--- src/rtl/riscv_trace_pkg.sv ---
// Shared types for the commit tracer: the buffered commit entry and default sizing.
package riscv_trace_pkg;

  localparam int TRACE_DEPTH_DEFAULT = 4;
  localparam int TRACE_XLEN          = 32;
  localparam logic [4:0] REG_X0      = 5'd0;

  typedef struct packed {
    logic [TRACE_XLEN-1:0] pc;
    logic [31:0]           instr;
    logic [TRACE_XLEN-1:0] result;
    logic [4:0]            rd;
    logic                  regwrite;
  } commit_entry_t;

endpackage

--- src/rtl/riscv_trace_fifo.sv ---
// Synchronous FIFO of commit entries with registered occupancy and full/empty flags.
module riscv_trace_fifo
  import riscv_trace_pkg::*;
#(
  parameter int DEPTH = TRACE_DEPTH_DEFAULT
) (
  input  logic                   clk,
  input  logic                   reset,
  input  logic                   i_push,
  input  logic                   i_pop,
  input  commit_entry_t          i_din,
  output commit_entry_t          o_head,
  output logic [$clog2(DEPTH):0] o_count,
  output logic                   o_full,
  output logic                   o_empty
);

  localparam int AW = $clog2(DEPTH);
  localparam int CW = AW + 1;

  commit_entry_t   r_mem [DEPTH];
  logic [AW-1:0]   r_wptr;
  logic [AW-1:0]   r_rptr;
  logic [CW-1:0]   r_count;
  logic            w_push;
  logic            w_pop;

  assign o_full  = (r_count == CW'(DEPTH));
  assign o_empty = (r_count == '0);
  // Guards make overflow/underflow impossible even if the caller misbehaves.
  assign w_push  = i_push && !o_full;
  assign w_pop   = i_pop && !o_empty;
  assign o_head  = r_mem[r_rptr];
  assign o_count = r_count;

  always_ff @(posedge clk) begin
    if (reset) begin
      r_wptr  <= '0;
      r_rptr  <= '0;
      r_count <= '0;
    end else begin
      if (w_push) r_wptr <= r_wptr + 1'b1;
      if (w_pop)  r_rptr <= r_rptr + 1'b1;
      case ({w_push, w_pop})
        2'b10:   r_count <= r_count + 1'b1;
        2'b01:   r_count <= r_count - 1'b1;
        default: r_count <= r_count;
      endcase
    end
  end

  // Storage carries no reset; emptiness is tracked solely by the count.
  always_ff @(posedge clk) begin
    if (w_push) r_mem[r_wptr] <= i_din;
  end

endmodule

--- src/rtl/riscv_commit_tracer.sv ---
// Commit trace producer: buffers WB retirements and hands them to the monitor one per handshake.
// Optional COMMIT_TRACE_INSTRET_EN adds a 64-bit sequence number for the displayed entry.
module riscv_commit_tracer
  import riscv_trace_pkg::*;
#(
  parameter int DEPTH = TRACE_DEPTH_DEFAULT,
  parameter int XLEN  = TRACE_XLEN
) (
  input  logic                   clk,
  input  logic                   reset,
  input  logic                   trace_en,
  input  logic                   wb_valid,
  output logic                   wb_ready,
  input  logic [XLEN-1:0]        wb_pc,
  input  logic [31:0]            wb_instr,
  input  logic [XLEN-1:0]        wb_result,
  input  logic [4:0]             wb_rd,
  input  logic                   wb_regwrite,
  output logic                   monitor_valid,
  input  logic                   monitor_ready,
  output logic [XLEN-1:0]        monitor_pc,
  output logic [31:0]            monitor_instr,
  output logic [XLEN-1:0]        monitor_result,
  output logic [4:0]             monitor_rd,
  output logic                   monitor_regwrite,
`ifdef COMMIT_TRACE_INSTRET_EN
  output logic [63:0]            monitor_instret,
`endif
  output logic [$clog2(DEPTH):0] fifo_level
);

  commit_entry_t w_wr_entry;
  commit_entry_t w_head;
  logic          w_full;
  logic          w_empty;
  logic          w_push;
  logic          w_pop;

  // Ready depends only on registered state, never on monitor_ready.
  assign wb_ready      = trace_en ? !w_full : 1'b1;
  assign w_push        = wb_valid && trace_en && !w_full;
  assign monitor_valid = !w_empty;
  assign w_pop         = monitor_valid && monitor_ready;

  always_comb begin
    w_wr_entry          = '0;
    w_wr_entry.pc       = wb_pc;
    w_wr_entry.instr    = wb_instr;
    w_wr_entry.result   = wb_result;
    w_wr_entry.rd       = wb_rd;
    w_wr_entry.regwrite = wb_regwrite && (wb_rd != REG_X0);
  end

  riscv_trace_fifo #(
    .DEPTH (DEPTH)
  ) u_fifo (
    .clk     (clk),
    .reset   (reset),
    .i_push  (w_push),
    .i_pop   (w_pop),
    .i_din   (w_wr_entry),
    .o_head  (w_head),
    .o_count (fifo_level),
    .o_full  (w_full),
    .o_empty (w_empty)
  );

  // Empty FIFO presents all-zero data rather than stale storage.
  assign monitor_pc       = w_empty ? '0   : w_head.pc;
  assign monitor_instr    = w_empty ? '0   : w_head.instr;
  assign monitor_result   = w_empty ? '0   : w_head.result;
  assign monitor_rd       = w_empty ? '0   : w_head.rd;
  assign monitor_regwrite = w_empty ? 1'b0 : w_head.regwrite;

`ifdef COMMIT_TRACE_INSTRET_EN
  logic [63:0] r_instret;

  always_ff @(posedge clk) begin
    if (reset)      r_instret <= '0;
    else if (w_pop) r_instret <= r_instret + 64'd1;
  end

  assign monitor_instret = r_instret;
`endif

endmodule

--- config.mk ---
export PLATFORM = sky130hd
export DESIGN_NAME = riscv_commit_tracer
export DESIGN_NICKNAME = d
export VERILOG_FILES = /design/src/rtl/riscv_trace_pkg.sv /design/src/rtl/riscv_trace_fifo.sv /design/src/rtl/riscv_commit_tracer.sv
export SDC_FILE = /design/constraint.sdc
export NUM_CORES = 1
export LEC_CHECK = 0
export BUFFER_PORTS_ARGS = -buffer_cell sky130_fd_sc_hd__clkbuf_2
export CORE_MARGIN = 5
export CORE_UTILIZATION = 50
export DETAILED_ROUTE_END_ITERATION = 8
export PLACE_DENSITY_LB_ADDON = 0.25
export RECOVER_POWER = 100
export SYNTH_ARGS = -nofsm -noshare
export SYNTH_HDL_FRONTEND = slang
export SYNTH_HIERARCHICAL = 1
export SYNTH_SLANG_ARGS = --single-unit
export TNS_END_PERCENT = 20
--- constraint.sdc ---
create_clock -name clk -period 8.7 [get_ports clk]
set_clock_uncertainty 0.05 [all_clocks]
set_input_delay 1.74 -clock clk [delete_from_list [all_inputs] [get_ports clk]]
set_output_delay 1.74 -clock clk [all_outputs]
set_load 0.01 [all_outputs]
-- After elaboration in Yosys (flattened, before gate mapping)
Memories as Yosys holds them, arrays and structs flattened. A register that Yosys moved wholly into a read port is not among the register bits.
Cells that the tools add are included.
- register bits: 7
- latch bits: 0
- bits in writable memories: 408
- memory bits (read-only): 0
- input port bits: 107
- output and inout bits: 107
- word-level logic and storage cells: 33
- memories: 1
- memories (name ; depth ; width ; rd ports ; clocked after Yosys merged registers in ; write ports ; line ; text):
    u_fifo.r_mem ; 4 ; 102 ; 1 ; 1 ; 1 ; riscv_trace_fifo.sv:21 ; commit_entry_t r_mem [DEPTH];
- add/sub/neg operators: 4
- multiply operators: 0
- divide/modulo/power cells: 0
- magnitude comparators: 0
- equality and inequality tests: 3
- shift operators: 0
- muxes and demuxes: 11
- bitwise gates (word level): 0
- reductions and logical operators: 11
- operators by type and width (kind ; count):
    $mux W32 ; 3
    $logic_and A1 B1 Y1 ; 6
    $pmux W3 S2 ; 1
    $mux W5 ; 1
    $reduce_bool A5 Y1 ; 1
    $add A2 B1 Y2 const B ; 2
    $mux W1 ; 4
    $mux W2 ; 2
    $add A3 B1 Y3 const B ; 1
    $eq A3 B3 Y1 const B ; 1
    $logic_not A3 Y1 ; 1
    $sub A3 B1 Y3 const B ; 1
    $eq A2 B1 Y1 const B ; 1
    $eq A2 B2 Y1 const B ; 1
    $logic_not A1 Y1 ; 2
    $reduce_bool A2 Y1 ; 1

-- Depth between registers and ports, before layout
Gate-level depths: netlist (run 1).
- depth after elaboration: 6
- mapped depth: 11
- gate-level depth less buffers: 11

-- Hierarchy
The synthesis (run 1) kept the hierarchy.
- by module, submodules not included (module ; times used ; cells each ; area an instance (um^2) ; seq. area each (um^2)):
    riscv_trace_fifo ; 1 ; 586 ; 15182.1 ; 12431.9
    riscv_commit_tracer ; 1 ; 120 ; 724.4 ; 0.0

-- Worst setup path before layout (run 1)
No wires, ideal clock.
- path kind: input to register
- start point: in wb_valid
- end point: mem u_fifo/r_mem[0][0] (netlist name), enable pin
- library setup time: 472 ps
- arrival: 4554 ps
- data required time: 8178 ps
- slack: 3623 ps
- cell stages on the path: 5
- path buffers: 0
- path through: nand2_1 -> nor2_1 -> inv_1 -> nor2_1 -> and2_1
- cells in the longest elaborated chain, start to end: 5
- RTL lines (element ; line ; text):
    from (decl) ; riscv_commit_tracer.sv:12 ; input logic wb_valid,
    $logic_and A1 B1 Y1 (2 in a row) ; riscv_commit_tracer.sv:41 ; assign w_push = wb_valid && trace_en && !w_full;
    named net w_push ; riscv_commit_tracer.sv:36 ; logic w_push;
    $logic_and A1 B1 Y1 ; riscv_trace_fifo.sv:31 ; assign w_push = i_push && !o_full;
    $mux W1 ; riscv_trace_fifo.sv:54 ; if (w_push) r_mem[r_wptr] <= i_din;
    $mux W1 (not written as such) ; riscv_trace_fifo.sv:54 ;
    to (decl) ; riscv_trace_fifo.sv:21 ;
The timed path passes the listed nets, and every way through them passes these cells.

-- Worst setup path after layout (run 1)
- start point: in trace_en
- end point: mem u_fifo/r_mem[3][78] (netlist name), enable pin
- cells in the longest elaborated chain, start to end: 5
- RTL lines (element ; line ; text):
    from (decl) ; riscv_commit_tracer.sv:11 ; input logic trace_en,
    $logic_and A1 B1 Y1 (2 in a row) ; riscv_commit_tracer.sv:41 ;
    named net w_push ; riscv_commit_tracer.sv:36 ;
    $logic_and A1 B1 Y1 ; riscv_trace_fifo.sv:31 ;
    $mux W1 ; riscv_trace_fifo.sv:54 ;
    $mux W1 (not written as such) ; riscv_trace_fifo.sv:54 ;
The timed path passes the listed nets, and every way through them passes these cells.

==> run_results.csv, run 1 <==
group,metric,value,unit
outcome,status,"finished with violations",
outcome,violations,"capacitance limit, slew limit",
job,maxCapViolations,7,
setup_path,worst-path-buf-inv,3,
route,wl,30000,um
pwr,power_density,233,nW/um^2
clock_tree,cts_tree,"built",
cells_and_area,fillers,2436,
cells_and_area,num-nets-final,1052,
sta,hold_violations,0,
route,vias,7436,
synthesis,post-synth-top-count-cell,"edfxtp_1",
synthesis,ys_ff_latch,417,
setup_path,cp-start-kind,"input port",
clock_tree,clock_latency,520,ps
clock_tree,path_clk_slew,60,ps
clock_tree,clockBufferDepth,3,
sta,timing.final.max_slew_violations,361,
floorplanning,die-area,35500,um^2
sta,fin_tns_setup,0,ps
synthesis,synth_area_leaders,"edfxtp_1 77%, mux4_2 14%, nor2b_1 4.1%",
pwr,power.switching,0.000902,W
route,drc,0,
route,drt_first_pass_iters,5,
setup_path,critical-path-max-stage-delay,2720,ps
floorplanning,die_w,188,um
sta,worst_pin_slew,4310,ps
global_routing,grt_max_degree,57,
clock_tree,root_buffer,"clkbuf_16",
placed_design,place_congestion,0.726,
synthesis,syn_inst,706,
clock_tree,htreeDepth,2,
pwr,p_leak,5.58,nW
setup_path,path_class,"input port to register",
route,via_per_inst,5.41,
pwr,p_seq_frac,0.528,
global_routing,grt_pass1_vias,8064,
clock_tree,post_cts_buffers,0,
synthesis,synth-main-ff-cell,"edfxtp_1",
cells_and_area,area_growth,15.7,%
sta,post-route-period-util,0.761,
placed_design,dp_hpwl,17300,um
setup_path,slowest_stage,"and2_0",
sta,setup_viol,0,
route,wl_per_cell,21.8,um
sta,slew_headroom,-1.87,
floorplanning,core,31500,um^2
cells_and_area,drive_above_1_share,0.182,
setup_path,worstPathArrival,6680,ps
global_routing,overflow,0,
sta,period_needed,6620,ps
floorplanning,die_y,188,um
synthesis,yosysWarnings,6,
pwr,irDropWorstVdd,0.218,mV
route,antenna_left,0,
synthesis,synth_common_cells,"408 x edfxtp_1, 103 x nor2b_1, 102 x mux4_2, 17 x buf_2",
route,drt_iter0_markers,406,
sta,hold_slack,428,ps
global_routing,grt_usage,0.168,
global_routing,grt_pass1_wl,46200,um
cells_and_area,stdcell_area,18400,um^2
setup_path,crit_path_cell_trace,"clkbuf_2 > nand2_1 > nor2_1 > inv_1 > nor2_1 > and2_0 > clkbuf_2",
sta,rsz0062_at_grt,"no",
setup_path,critical_path.top_delay_family,"simple AND/OR/NAND/NOR gates",
pwr,p_clk_frac,0.406,
synthesis,synth_top_area_cell,"edfxtp_1",
clock_tree,holdBufCountCts,0,
pwr,sw_frac_of_total,0.210,
sta,fmax,0.151,GHz
floorplanning,fp-row-count,65,
clock_tree,cts_resized,0,
floorplanning,start_util,0.505,
pwr,p_int,0.00339,W
synthesis,synth_seq_area_share,0.782,
synthesis,synth_nets,819,
synthesis,synth_top_area_frac,0.770,
worst_hold_path,worst_hold_path_type,"register to register",
synthesis,synthArstFlopShare,0,
synthesis,synth-edff-count,408,
synthesis,avgSynthCellArea,22.5,um^2
pwr,combPwrFrac,0.065,
clock_tree,clock_sinks,417,
synthesis,synth_cell_types,25,
synthesis,synth_area,15900,um^2
placed_design,dpl_cell_area,17300,um^2
floorplanning,io_pins,214,
setup_path,cp_max_fo,55,
setup_path,crit_path_end_kind,"register",
global_routing,antenna_found_initial,1,
clock_tree,cts_buffers,43,
setup_path,required,8770,ps
placed_design,io_buffers,213,
[cell families (layout without fill, tap and decap cells)]
| logic type | Yosys count | in the layout | synth area share |
|---|---|---|---|
| buffers and inverters | 43 | 308 | 0.0157 |
| AOI/OAI and AO/OA | 9 | 9 | 0.00315 |
| and+or+nand+nor | 125 | 125 | 0.0477 |
| xor gates and xnor gates | 3 | 3 | 0.00165 |
| DFF | 417 | 417 | 0.782 |
| muxes | 103 | 103 | 0.145 |
| other | 0 | 1 | 0 |
| adders and majority gates | 6 | 6 | 0.00519 |
[path summary, 6_finish.rpt]
path | from | end | slack (ps) | cells after the start
worst max-delay path | trace_en | u_fifo/r_mem[3][78]$_DFFE_PP_ | 2080 | 7
worst min-delay path | u_fifo/r_rptr[1]$_SDFFE_PP0P_ | register | 430 | 2
worst max register to register | u_fifo/o_count[0]$_SDFFE_PP0P_ | u_fifo/r_mem[3][78]$_DFFE_PP_ | 2840 | 6
worst min register to register | u_fifo/r_rptr[1]$_SDFFE_PP0P_ | register | 430 | 2
[sequential cells by signal (all words and copies together) (netlist names), named ones only]
signal,flops
u_fifo/o_count,3
u_fifo/r_mem,408
u_fifo/r_rptr,2
u_fifo/r_wptr,2
[power groups by stage]
stage	clock network [W]	logic, W	registers, W
2_1_floorplan	0	0.000171	0.00230
3_3_place_gp	0	0.000302	0.00231
3_5_place_dp	0	0.000305	0.00231
4_1_cts	0.00179	0.000306	0.00227
5_1_grt	0.00188	0.000311	0.00227
6_report	0.00174	0.000280	0.00227
[routing by layer]
| metal | part of all wire | track usage | wire, um | up-vias |
|---|---|---|---|---|
| met5 | 0 | 0 | 0 | - |
| met4 | 0.021 | 0.0432 | 630 | 0 |
| met3 | 0.077 | 0.0539 | 2300 | 45 |
| met2 | 0.49 | 0.282 | 14800 | 234 |
| met1 | 0.41 | 0.216 | 12200 | 3818 |
| li1 | - | - | - | 3339 |
[placed cells by master (no fill, tap or decap), types with 6 or more instances in the layout]
| cell | count |
|---|---|
| inv_1 | 9 |
| mux4_2 | 102 |
| nor2_1 | 7 |
| clkbuf_16 | 43 |
| dfxtp_1 | 7 |
| edfxtp_1 | 408 |
| clkbuf_1 | 217 |
| clkbuf_2 | 10 |
| nor2b_1 | 103 |
| clkinv_2 | 6 |
| clkinv_1 | 9 |
[cell type report]
| cell class | instances | area [um^2] | area share |
|---|---|---|---|
| Sequential cell | 417 | 12400 | 0.676 |
| Multi-Input combinational cell | 246 | 3220 | 0.175 |
| Clock buffer | 53 | 1110 | 0.0605 |
| Antenna cell | 1 | 2.50 | 0.000136 |
| Tap cell | 402 | 503 | 0.0273 |
| Timing Repair Buffer | 222 | 865 | 0.0470 |
| Clock inverter | 24 | 229 | 0.0124 |
| Inverter | 9 | 33.8 | 0.00183 |
[worst min-delay path, stage by stage, from the launching register on]
cell	delay, ps
dfxtp_1	300
o21ai_0	60
a21oi_1	70
[metrics by stage]
step	power [W]	utilization	cells	worst slack, ps
after global placement	0.00261	0.551	1296	3990
after CTS	0.00437	0.594	1373	3450
after floorplan	0.00248	-	706	3620
after detailed placement	0.00261	0.551	1296	4020
final	0.00429	0.585	1374	2080
after global routing	0.00447	0.585	1374	1670
(Power assumes the default switching activity.)
==> inputs of run 2 (changes only) <==
==> constraint.sdc (replaced) <==
create_clock -name clk -period 5.5 [get_ports clk]
set_clock_uncertainty 0.05 [all_clocks]
set_input_delay 1.1 -clock clk [delete_from_list [all_inputs] [get_ports clk]]
set_output_delay 1.1 -clock clk [all_outputs]
set_load 0.01 [all_outputs]
==> run_results.csv, run 2 (synthesis gave the netlist of run 1 again) <==
group,metric,value,unit
outcome,status,"finished with violations",
outcome,violations,"capacitance limit, slew limit",
setup_path,worstPathArrival,3340,ps
clock_tree,clock_sinks,417,
global_routing,overflow,0,
floorplanning,die-area,35500,um^2
placed_design,io_buffers,213,
cells_and_area,stdcell_area,18600,um^2
cells_and_area,drive_above_1_share,0.189,
placed_design,pre_cts_slack,2020,ps
pwr,power_density,370,nW/um^2
route,wl,30500,um
global_routing,grt_max_degree,78,
route,via_per_inst,5.46,
global_routing,grt_pass1_vias,8191,
job,maxCapViolations,4,
cells_and_area,num-nets-final,1055,
clock_tree,post_cts_buffers,0,
clock_tree,clock_latency,520,ps
pwr,irDropWorstVdd,0.246,mV
sta,hold_violations,0,
cells_and_area,largest_reg_flops,408,
route,wl_per_cell,22.2,um
placed_design,dpl_cell_area,17400,um^2
cells_and_area,final_cell_mix,"408 x edfxtp_1, 215 x clkbuf_1, 103 x nor2b_1",
sta,timing.final.max_slew_violations,198,
clock_tree,path_clk_slew,60,ps
placed_design,dp_hpwl,17900,um
pwr,p_leak,5.65,nW
cells_and_area,final_common_cell,"edfxtp_1",
sta,fmax,0.223,GHz
setup_path,cp-start-kind,"register",
setup_path,path_class,"register to primary output",
sta,rsz0062_at_grt,"no",
route,vias,7530,
sta,post-route-period-util,0.816,
clock_tree,root_buffer,"clkbuf_16",
clock_tree,cts_buffers,43,
sta,setup_viol,0,
global_routing,antenna_found_initial,5,
floorplanning,fp-row-count,65,
floorplanning,core,31500,um^2
sta,slew_headroom,-1.13,
floorplanning,io_pins,214,
global_routing,grt_pass1_wl,46800,um
sta,period_needed,4490,ps
floorplanning,die_y,188,um
clock_tree,cts_tree,"built",
route,antenna_left,0,
sta,fin_tns_setup,0,ps
setup_path,crit_path_end_kind,"primary output",
clock_tree,holdBufCountCts,0,
sta,worst_pin_slew,3200,ps
worst_hold_path,worst_hold_path_type,"register to register",
setup_path,cp_max_fo,21,
clock_tree,cts_resized,0,
setup_path,required,4350,ps
clock_tree,clockBufferDepth,3,
cells_and_area,diodes,0,
clock_tree,htreeDepth,2,
route,drt_first_pass_iters,4,
placed_design,dp_cells,1299,
cells_and_area,area_growth,16.7,%
sta,timing.final.ws_setup,1010,ps
route,drt_iter0_markers,451,
floorplanning,die_w,188,um
cells_and_area,top_register,"u_fifo/r_mem",
cells_and_area,fin_cells,1378,
global_routing,grt_usage,0.171,
route,drc,0,
floorplanning,start_util,0.505,
placed_design,place_congestion,0.733,
==> run 2: final cells by class <==
type | instances | area [um^2]
fillers | 2363 | 12900
multi-input cells | 246 | 3230
clock buffers | 55 | 1170
clock inverters | 24 | 226
repair buffers | 225 | 965
flip-flops and latches | 417 | 12400
inverters | 9 | 33.8
well taps | 402 | 503
==> run 2: power breakdown <==
| group | switching [W] | total [W] | internal [W] |
|---|---|---|---|
| Sequential | 0.0000248 | 0.00359 | 0.00356 |
| Clock | 0.00113 | 0.00282 | 0.00169 |
| Combinational | 0.000281 | 0.000453 | 0.000173 |
==> run 2: final timing paths <==
kind / startpoint / to / slack, ps / cells after the start
max reg2reg: u_fifo/o_count[0]$_SDFFE_PP0P_ / u_fifo/r_mem[2][11]$_DFFE_PP_ / 1310 / 6
min reg2reg: u_fifo/r_rptr[1]$_SDFFE_PP0P_ / register / 440 / 2
min: u_fifo/r_rptr[1]$_SDFFE_PP0P_ / register / 440 / 2
max: u_fifo/o_count[0]$_SDFFE_PP0P_ / monitor_pc[7] / 1010 / 4
==> run 2: per-layer routing <==
layer	up-vias	track usage	share of wire
met4	10	0.0415	0.018
met5	-	0	0.0020
li1	3340	-	-
met2	233	0.286	0.49
met3	53	0.0522	0.088
met1	3894	0.223	0.40
==> run 2: worst max-delay path, cell delays in order (launching register included) <==
cell and delay, ps:
dfxtp_1 370, nor3_1 1110, clkbuf_1 930, nor2b_1 200
clkbuf_1 200
==> run 2: per-stage QoR <==
step	util	hold slack, ps	total power [W]
finish	0.590	443	0.00686
global route	0.590	454	0.00712
detailed placement	0.554	425	0.00415
global placement	0.554	411	0.00414
CTS	0.599	436	0.00697
floorplan	-	409	0.00392
==> inputs of run 3 (changes only) <==
==> constraint.sdc (replaced) <==
create_clock -name clk -period 4.33 [get_ports clk]
set_clock_uncertainty 0.05 [all_clocks]
set_input_delay 0.866 -clock clk [delete_from_list [all_inputs] [get_ports clk]]
set_output_delay 0.866 -clock clk [all_outputs]
set_load 0.01 [all_outputs]
==> run_results.csv, run 3 (synthesis gave the netlist of run 1 again) <==
group,metric,value,unit
outcome,status,"finished with violations",
outcome,violations,"capacitance limit, slew limit",
clock_tree,clockBufferDepth,3,
route,drt_first_pass_iters,4,
global_routing,grt_pass1_wl,47700,um
cells_and_area,post-route-util,0.590,
sta,worst_pin_slew,2510,ps
setup_path,worst-path-buf-inv,2,
clock_tree,htreeDepth,2,
setup_path,critical-path-max-stage-delay,890,ps
placed_design,place_congestion,0.740,
clock_tree,cts_buffers,43,
global_routing,grt_max_degree,107,
clock_tree,root_buffer,"clkbuf_16",
sta,fin_tns_setup,0,ps
cells_and_area,largest_reg_flops,408,
floorplanning,core,31500,um^2
setup_path,critical_path.top_delay_family,"flip-flops",
setup_path,cp_max_fo,36,
setup_path,crit_path_cell_trace,"clkbuf_1 > mux4_2 > nor2b_1 > clkbuf_1",
global_routing,grt_pass1_vias,8260,
cells_and_area,area_growth,16.7,%
setup_path,reg2reg_slack,670,ps
route,drt_iter0_markers,370,
cells_and_area,final_cell_mix,"408 x edfxtp_1, 215 x clkbuf_1, 103 x nor2b_1",
sta,timing.final.max_slew_violations,137,
floorplanning,die_y,188,um
setup_path,path_class,"register to primary output",
setup_path,worstRegToRegCells,6,
sta,period_needed,3700,ps
worst_hold_path,worst_hold_path_type,"register to register",
clock_tree,cts_tree,"built",
global_routing,overflow,0,
sta,fmax,0.270,GHz
sta,hold_violations,0,
floorplanning,die_w,188,um
cells_and_area,diodes,0,
setup_path,r2r-end,"u_fifo/r_mem[2][29]$_DFFE_PP_",
placed_design,io_buffers,213,
floorplanning,fp-row-count,65,
pwr,p_clk_frac,0.400,
route,drc,0,
pwr,p_leak,5.66,nW
cells_and_area,num-nets-final,1062,
setup_path,timing.rr.start,"u_fifo/o_count[0]$_SDFFE_PP0P_",
clock_tree,cts_resized,0,
worst_hold_path,holdCritStartpoint,"u_fifo/r_rptr[1]$_SDFFE_PP0P_",
clock_tree,post_cts_buffers,0,
pwr,sw_frac_of_total,0.210,
route,vias,7585,
pwr,combPwrFrac,0.067,
sta,setup_viol,0,
setup_path,slowest_stage,"dfxtp_4",
pwr,irDropWorstVdd,0.366,mV
clock_tree,clock_latency,520,ps
worst_hold_path,hold_depth,2,
clock_tree,path_clk_slew,60,ps
setup_path,required,3410,ps
clock_tree,holdBufCountCts,0,
floorplanning,io_pins,214,
floorplanning,start_util,0.505,
pwr,power.switching,0.00180,W
pwr,p_seq_frac,0.533,
setup_path,cp-start-kind,"register",
setup_path,crit_path_end_kind,"primary output",
setup_path,worstPathArrival,2780,ps
setup_path,critPathMostFrequentCell,"clkbuf_1",
sta,slew_headroom,-0.671,
placed_design,dp_hpwl,18400,um
pwr,power_density,460,nW/um^2
floorplanning,die-area,35500,um^2
global_routing,antenna_found_initial,4,
sta,post-route-period-util,0.854,
job,maxCapViolations,4,
global_routing,grt_usage,0.173,
clock_tree,clock_sinks,417,
route,wl,30600,um
sta,rsz0062_at_grt,"no",
cells_and_area,drive_above_1_share,0.193,
cells_and_area,top_register,"u_fifo/r_mem",
route,via_per_inst,5.50,
route,wl_per_cell,22.2,um
pwr,p_int,0.00675,W
route,antenna_left,0,
cells_and_area,final_common_cell,"edfxtp_1",
run 3: changes by cell type in the layout (fill, tap and decap cells not counted), moves of 3 or more:
cell,previous run,this run
clkbuf_2,9,15
buf_12,6,9
clkbuf_8,3,0
clkinv_1,10,7
run 3: worst max path at each step:
| stage | startpoint | end | slack (ps) | cells past startpoint |
|---|---|---|---|---|
| after detailed placement | trace_en | u_fifo/r_mem[1][95]$_DFFE_PP_ | 1280 | 7 |
| after global routing | register | monitor_pc[11] | 330 | 4 |
| after floorplan | wb_valid | u_fifo/r_mem[2][0]$_DFFE_PP_ | 130 | 5 |
| final | register | monitor_pc[11] | 630 | 4 |
| after CTS | register | monitor_instr[11] | 720 | 4 |
| after global placement | register | monitor_instr[10] | 1290 | 4 |
run 3: cell type report:
type                    instances  area [um^2]
multi-input cells             246         3230
well taps                     402          503
repair buffers                232         1050
clock buffers                  54         1120
clock inverters                20          195
flip-flops and latches        417        12400
inverters                       9         33.8
fillers                      2368        12900
run 3: worst register-to-register path: stages (launching register included):
cell and delay (ps):
dfxtp_1 440, nor3b_1 140, nor2_1 120, inv_1 60, nor2_1 290, and2_1 1900, buf_12 320
run 3: stage by stage:
step                total power (W)  std cells  hold slack, ps  worst slack (ps)  instance area (um^2)
floorplan                   0.00497        706             409               127                 15900
global placement            0.00526       1306             412              1290                 17500
detailed placement          0.00527       1306             431              1280                 17500
CTS                         0.00871       1380             440               722                 18900
global route                0.00889       1380             489               326                 18600
finish                      0.00855       1380             447               631                 18600
run 3: routing by layer:
metal  GRT usage  part of all wire
met2       0.283              0.49
met3      0.0517             0.073
met1       0.234              0.42
met4      0.0409             0.018
met5           0            0.0022
run 3: power by group through the flow:
stage	Combinational, W	Clock [W]	Sequential (W)
6_report	0.000577	0.00342	0.00455
5_1_grt	0.000637	0.00370	0.00456
4_1_cts	0.000635	0.00353	0.00455
3_5_place_dp	0.000632	0	0.00464
3_3_place_gp	0.000628	0	0.00463
2_1_floorplan	0.000344	0	0.00463
